File: src/rtl/wb_pl_arbiter.sv
// N-master to 1-slave round-robin arbiter for pipelined Wishbone B4.
// Routes the owner's request to the slave and steers responses back, limiting outstanding requests.
module wb_pl_arbiter #(
  parameter int NM      = 2,
  parameter int ADR_W   = 32,
  parameter int DAT_W   = 32,
  parameter int SEL_W   = DAT_W / 8,
  parameter int MAX_OUT = 4
) (
  input  logic                clk_i,
  input  logic                rst_i,
  // master side
  input  logic [NM*ADR_W-1:0] m_adr,
  input  logic [NM*DAT_W-1:0] m_dat_mo,
  input  logic [NM*SEL_W-1:0] m_sel,
  input  logic [NM-1:0]       m_cyc,
  input  logic [NM-1:0]       m_stb,
  input  logic [NM-1:0]       m_we,
  output logic [DAT_W-1:0]    m_dat_so,
  output logic [NM-1:0]       m_ack,
  output logic [NM-1:0]       m_err,
  output logic [NM-1:0]       m_rty,
  output logic [NM-1:0]       m_stall,
  // slave side
  output logic [ADR_W-1:0]    s_adr,
  output logic [DAT_W-1:0]    s_dat_mo,
  output logic [SEL_W-1:0]    s_sel,
  output logic                s_cyc,
  output logic                s_stb,
  output logic                s_we,
  input  logic [DAT_W-1:0]    s_dat_so,
  input  logic                s_ack,
  input  logic                s_err,
  input  logic                s_rty,
  input  logic                s_stall,
  // observability
  output logic [NM-1:0]       gnt
);

  localparam int IW = (NM > 1) ? $clog2(NM) : 1;
  localparam int CW = 4;
  localparam logic [CW-1:0] MAX_CNT = CW'(MAX_OUT);

  typedef enum logic {
    IDLE,
    BUSY
  } state_t;

  state_t        state_reg, state_next;
  logic [IW-1:0] owner_reg, owner_next;
  logic [IW-1:0] last_gnt_reg, last_gnt_next;
  logic [CW-1:0] out_cnt_reg, out_cnt_next;

  logic [IW-1:0] pick;
  logic          any_req;
  logic          busy;
  logic          own_cyc;
  logic          full;
  logic          accept;
  logic          resp_ok;
  logic          resp;

  // Index of the master that sits 'off' places after 'base' in the ring.
  function automatic logic [IW-1:0] ring_idx(input logic [IW-1:0] base, input int off);
    int idx;
    idx = int'(base) + off;
    if (idx >= NM) idx = idx - NM;
    return IW'(idx);
  endfunction

  // Walk the ring from farthest to nearest so the nearest requester after last_gnt wins.
  always_comb begin
    pick    = '0;
    any_req = 1'b0;
    for (int i = NM; i >= 1; i--) begin
      if (m_cyc[ring_idx(last_gnt_reg, i)]) begin
        pick    = ring_idx(last_gnt_reg, i);
        any_req = 1'b1;
      end
    end
  end

  assign busy    = (state_reg == BUSY) && !rst_i;
  assign own_cyc = busy && m_cyc[owner_reg];
  assign full    = (out_cnt_reg == MAX_CNT);

  // Request path to the slave, muxed from the current owner.
  assign s_adr    = m_adr[int'(owner_reg)*ADR_W +: ADR_W];
  assign s_dat_mo = m_dat_mo[int'(owner_reg)*DAT_W +: DAT_W];
  assign s_sel    = m_sel[int'(owner_reg)*SEL_W +: SEL_W];
  assign s_we     = m_we[owner_reg];
  assign s_cyc    = own_cyc;
  assign s_stb    = own_cyc && m_stb[owner_reg] && !full;

  assign accept   = s_stb && !s_stall;
  // Responses only count while something is outstanding; stray ones are dropped.
  assign resp_ok  = own_cyc && (out_cnt_reg != '0);
  assign resp     = resp_ok && (s_ack || s_err || s_rty);

  assign m_dat_so = s_dat_so;

  genvar gi;
  generate
    for (gi = 0; gi < NM; gi++) begin : g_master
      logic is_owner;
      assign is_owner    = busy && (owner_reg == IW'(gi));
      assign gnt[gi]     = is_owner;
      assign m_ack[gi]   = is_owner && resp_ok && s_ack;
      assign m_err[gi]   = is_owner && resp_ok && s_err;
      assign m_rty[gi]   = is_owner && resp_ok && s_rty;
      assign m_stall[gi] = is_owner ? (s_stall || full) : 1'b1;
    end
  endgenerate

  always_comb begin
    state_next    = state_reg;
    owner_next    = owner_reg;
    last_gnt_next = last_gnt_reg;
    out_cnt_next  = out_cnt_reg;
    case (state_reg)
      IDLE: begin
        if (any_req) begin
          state_next = BUSY;
          owner_next = pick;
        end
      end
      BUSY: begin
        if (!m_cyc[owner_reg]) begin
          // Owner abandoned the cycle: forget anything still in flight.
          state_next    = IDLE;
          last_gnt_next = owner_reg;
          out_cnt_next  = '0;
        end else if (accept && !resp && !full) begin
          out_cnt_next = out_cnt_reg + 1'b1;
        end else if (resp && !accept && (out_cnt_reg != '0)) begin
          out_cnt_next = out_cnt_reg - 1'b1;
        end
      end
      default: state_next = IDLE;
    endcase
  end

  always_ff @(posedge clk_i) begin
    if (rst_i) begin
      state_reg    <= IDLE;
      owner_reg    <= '0;
      last_gnt_reg <= IW'(NM - 1);
      out_cnt_reg  <= '0;
    end else begin
      state_reg    <= state_next;
      owner_reg    <= owner_next;
      last_gnt_reg <= last_gnt_next;
      out_cnt_reg  <= out_cnt_next;
    end
  end

endmodule

File: config.mk
export PLATFORM = sky130hd
export DESIGN_NAME = wb_pl_arbiter
export DESIGN_NICKNAME = d
export VERILOG_FILES = /design/src/rtl/wb_pl_arbiter.sv
export SDC_FILE = /design/constraint.sdc
export NUM_CORES = 1
export LEC_CHECK = 0
export ABC_AREA = 0
export CAP_MARGIN = 10
export CORE_AREA = 2 2 112 114
export CTS_CLUSTER_SIZE = 24
export DETAILED_ROUTE_END_ITERATION = 10
export DIE_AREA = 0 0 114 116
export PLACE_DENSITY_LB_ADDON = 0.25
export SETUP_SLACK_MARGIN = 0.4
export SLEW_MARGIN = 10
export SYNTH_ARGS = -nofsm -noshare
export SYNTH_HDL_FRONTEND = slang
export SYNTH_SLANG_ARGS = --single-unit
File: constraint.sdc
create_clock -name clk_i -period 4.87 [get_ports clk_i]
set_clock_uncertainty 0.05 [all_clocks]
set_input_delay 0.487 -clock clk_i [delete_from_list [all_inputs] [get_ports clk_i]]
set_output_delay 0.487 -clock clk_i [all_outputs]
set_load 0.005 [all_outputs]
==> metrics.csv <==
stage;metric;value;unit
finish;design area;3960;sq um
timing;setup TNS;0;ns
cts;Worst-path clk slew;0.04;ns
timing;Fin. Hold Viols;0;
floorplan;Die Height;116;microns
placed_design;dpl cell area;3880;sq um
timing;Slew Viols, Final;0;
cts;Resized cells post-CTS;0;
critical_path;Startpoint Class;primary input;
timing;Slew headroom;62.1;%
critical_path;crit end category;output pin;
detailed_routing;Post-Route WL;8380;microns
synthesis;Synth Register Bits;7;
synthesis;post-synthesis sequential area ratio;8.24;%
detailed_routing;Vias/cell;4.07;
global_routing;largest net degree at the start of global routing;41;
floorplan;initial core utilization;14.3;%
global_routing;antenna violations before repair;0;
timing;Setup WS post-layout;1.77;ns
global_routing;GRT Util Overall;11.1;%
cts;root buffer cell;clkbuf_16;
pwr;switching power;0.144;mW
finish;Antenna Diode Count;0;
pwr;Sequential Power Share;13.6;%
synthesis;Post-synth EDFFs;0;
global_routing;first-pass GRT wire length;11600;microns
finish;fillers;1236;
pwr;Clock Power Share;24.4;%
cts;maximum clock insertion buffer count;2;
floorplan;I/O Pins;293;
finish;Area Overhead vs Synth;133;%
synthesis;most instantiated library cell after synthesis;mux2_2;
synthesis;Synth cell types;37;
synthesis;dominant cell type by area after synthesis;mux2_2;
pwr;Leakage Power;1.41;nW
floorplan;die width;114;microns
synthesis;Yosys top cell area share;46.4;%
detailed_routing;drt wl/cell;15.8;microns
critical_path;critical path type;in -> out;
critical_path;CP max stage delay;0.52;ns
cts;clk sinks;7;
timing;fmax;323;MHz
detailed_routing;DRT antenna net count;0;
cts;CTS tree;built;
timing;final period utilization;63.6;%
global_routing;vias in the first global route;2166;
pwr;Logic pwr share;62.0;%
critical_path;crit path max fanout;7;
synthesis;syn_nets;379;
floorplan;row count;40;
synthesis;predominant post-synthesis flop cell;dfxtp_1;
pwr;switching share of total power;25.4;%
critical_path;most frequent cell on the critical path;clkdlybuf4s50_1;
detailed_routing;Iteration-0 DRC Markers;46;
critical_path;CP max stage cell;clkdlybuf4s50_1;
synthesis;cells after synthesis;196;
detailed_routing;total iterations of the first detailed-routing run;4;
synthesis;Synth top cells by count;mux2_2, buf_4, clkbuf_1;
finish;max reg flops;4;
detailed_routing;# DRC;0;
synthesis;fraction of registers with async set/reset;0;%
synthesis;synthesized area;1700;sq um
critical_path;CP top delay family;buffers and inverters;
cts;Hold Buf Count CTS;0;
min_path;HP Class;reg -> reg;
timing;RSZ-0062 raised after global routing;false;
pwr;Cell Int Power;0.424;mW
placed_design;port buffer count;228;
placed_design;DP Worst Slack;1.64;ns
timing;Finish-stage setup viols;0;
cts;CTS Buf Count;3;
timing;worst-margin pin slew;0.567;ns
synthesis;Ys Warns;0;
critical_path;Data arrival, critical path;2.56;ns
synthesis;largest cells by area after synthesis;mux2_2, buf_4, dfxtp_1;
run;max-cap violation count;0;
cts;# H-tree levels;1;
synthesis;average size of a mapped cell;8.68;sq um
finish;fin nets;568;
global_routing;Congestion Overflow GR;0;
cts;worst skew pair latency;0.23;ns
pwr;PD cells;144;nW/um^2
floorplan;Die Area;13200;sq um
critical_path;crit-path cells;clkdlybuf4s50_1, mux2_2, nand2_1, nor2_1, and3_1, and2_1, clkdlybuf4s50_1;
cts;Post-CTS Setup Bufs;0;
placed_design;HPWL after detailed placement;7340;microns
outcome;status;complete, no violations;
finish;share of cells above drive strength 1;20.6;%
placed_design;GPL Wtd Cong;0.805;
detailed_routing;via count;2160;
floorplan;Core ar.;11900;sq um
pwr;Max VDD drop;0.100;mV
critical_path;WP buf/inv;2;
critical_path;WP data required;4.33;ns
timing;min Tclk post-route;3.10;ns
==> worst paths after layout <==
| check | from | to | slack (ns) | cells after the start |
|---|---|---|---|---|
| min reg2reg | last_gnt_reg | last_gnt_reg | 0.48 | 2 |
| max | m_cyc[1] | m_rty[0] | 1.77 | 7 |
| min | last_gnt_reg | last_gnt_reg | 0.48 | 2 |
| max reg2reg | owner_reg | out_cnt_reg[3] | 1.88 | 10 |
==> kinds of logic after synthesis <==
family / share of synthesized area [%]
mux: 46.9
buf+inv: 18.8
simple gates: 15.7
compound gates: 6.62
flops: 8.24
fa+ha+maj: 2.65
xor+xnor: 1.03
==> metal layers <==
metal	part of all wire [%]	wire, microns	vias to the layer above	GRT usage [%]
met5	0	0	-	0
met4	0.37	31	0	1.14
met3	11	917	4	4.34
met2	52	4340	140	20.8
met1	37	3100	971	12.3
li1	-	-	1045	-
==> area by class of cell <==
class,count,area [sq um],share of cell area (%)
inverter,5,18.8,0.474
clock buffer,4,78.8,1.99
multi-input combinational,139,1240,31.4
timing repair buffer,229,2290,57.9
sequential,7,144,3.64
tap,147,184,4.65
==> worst reg2reg max path, stage by stage (launching register included) <==
cell	delay [ns]
dfxtp_4	0.67
mux2_2	0.37
nand2_1	0.15
nor3_1	0.24
nand3_1	0.17
ha_1	0.36
a21oi_1	0.16
nand2_1	0.09
and3_1	0.19
or3_1	0.33
a31oi_1	0.15
==> placed cells by master (no fill, tap or decap), drive strengths merged, types with 3 or more instances in the layout <==
cell,n
dfxtp,7
nand2b,3
a31oi,3
and2,6
a21oi,5
clkdlybuf4s50,228
mux2,70
or3,3
nand2,9
nor3,4
inv,5
clkbuf,4
and3,3
nand3,4
nor2,5
==> through the flow <==
stage / hold slack, ns / utilization, % / std cells / power, mW
after floorplan: 0.443 / - / 196 / 0.210
after global placement: 0.472 / 32.6 / 527 / 0.433
after detailed placement: 0.476 / 32.6 / 527 / 0.434
after CTS: 0.481 / 33.2 / 531 / 0.577
after global routing: 0.523 / 33.2 / 531 / 0.601
final: 0.480 / 33.2 / 531 / 0.568
==> power by group through the flow <==
stage | Clock [mW] | Sequential [mW] | Combinational (mW)
2_1_floorplan | 0 | 0.0663 | 0.144
3_3_place_gp | 0 | 0.0780 | 0.355
3_5_place_dp | 0 | 0.0782 | 0.356
4_1_cts | 0.141 | 0.0773 | 0.359
5_1_grt | 0.145 | 0.0790 | 0.377
6_report | 0.139 | 0.0771 | 0.352
Note: power is estimated with default switching activity, not from simulation.
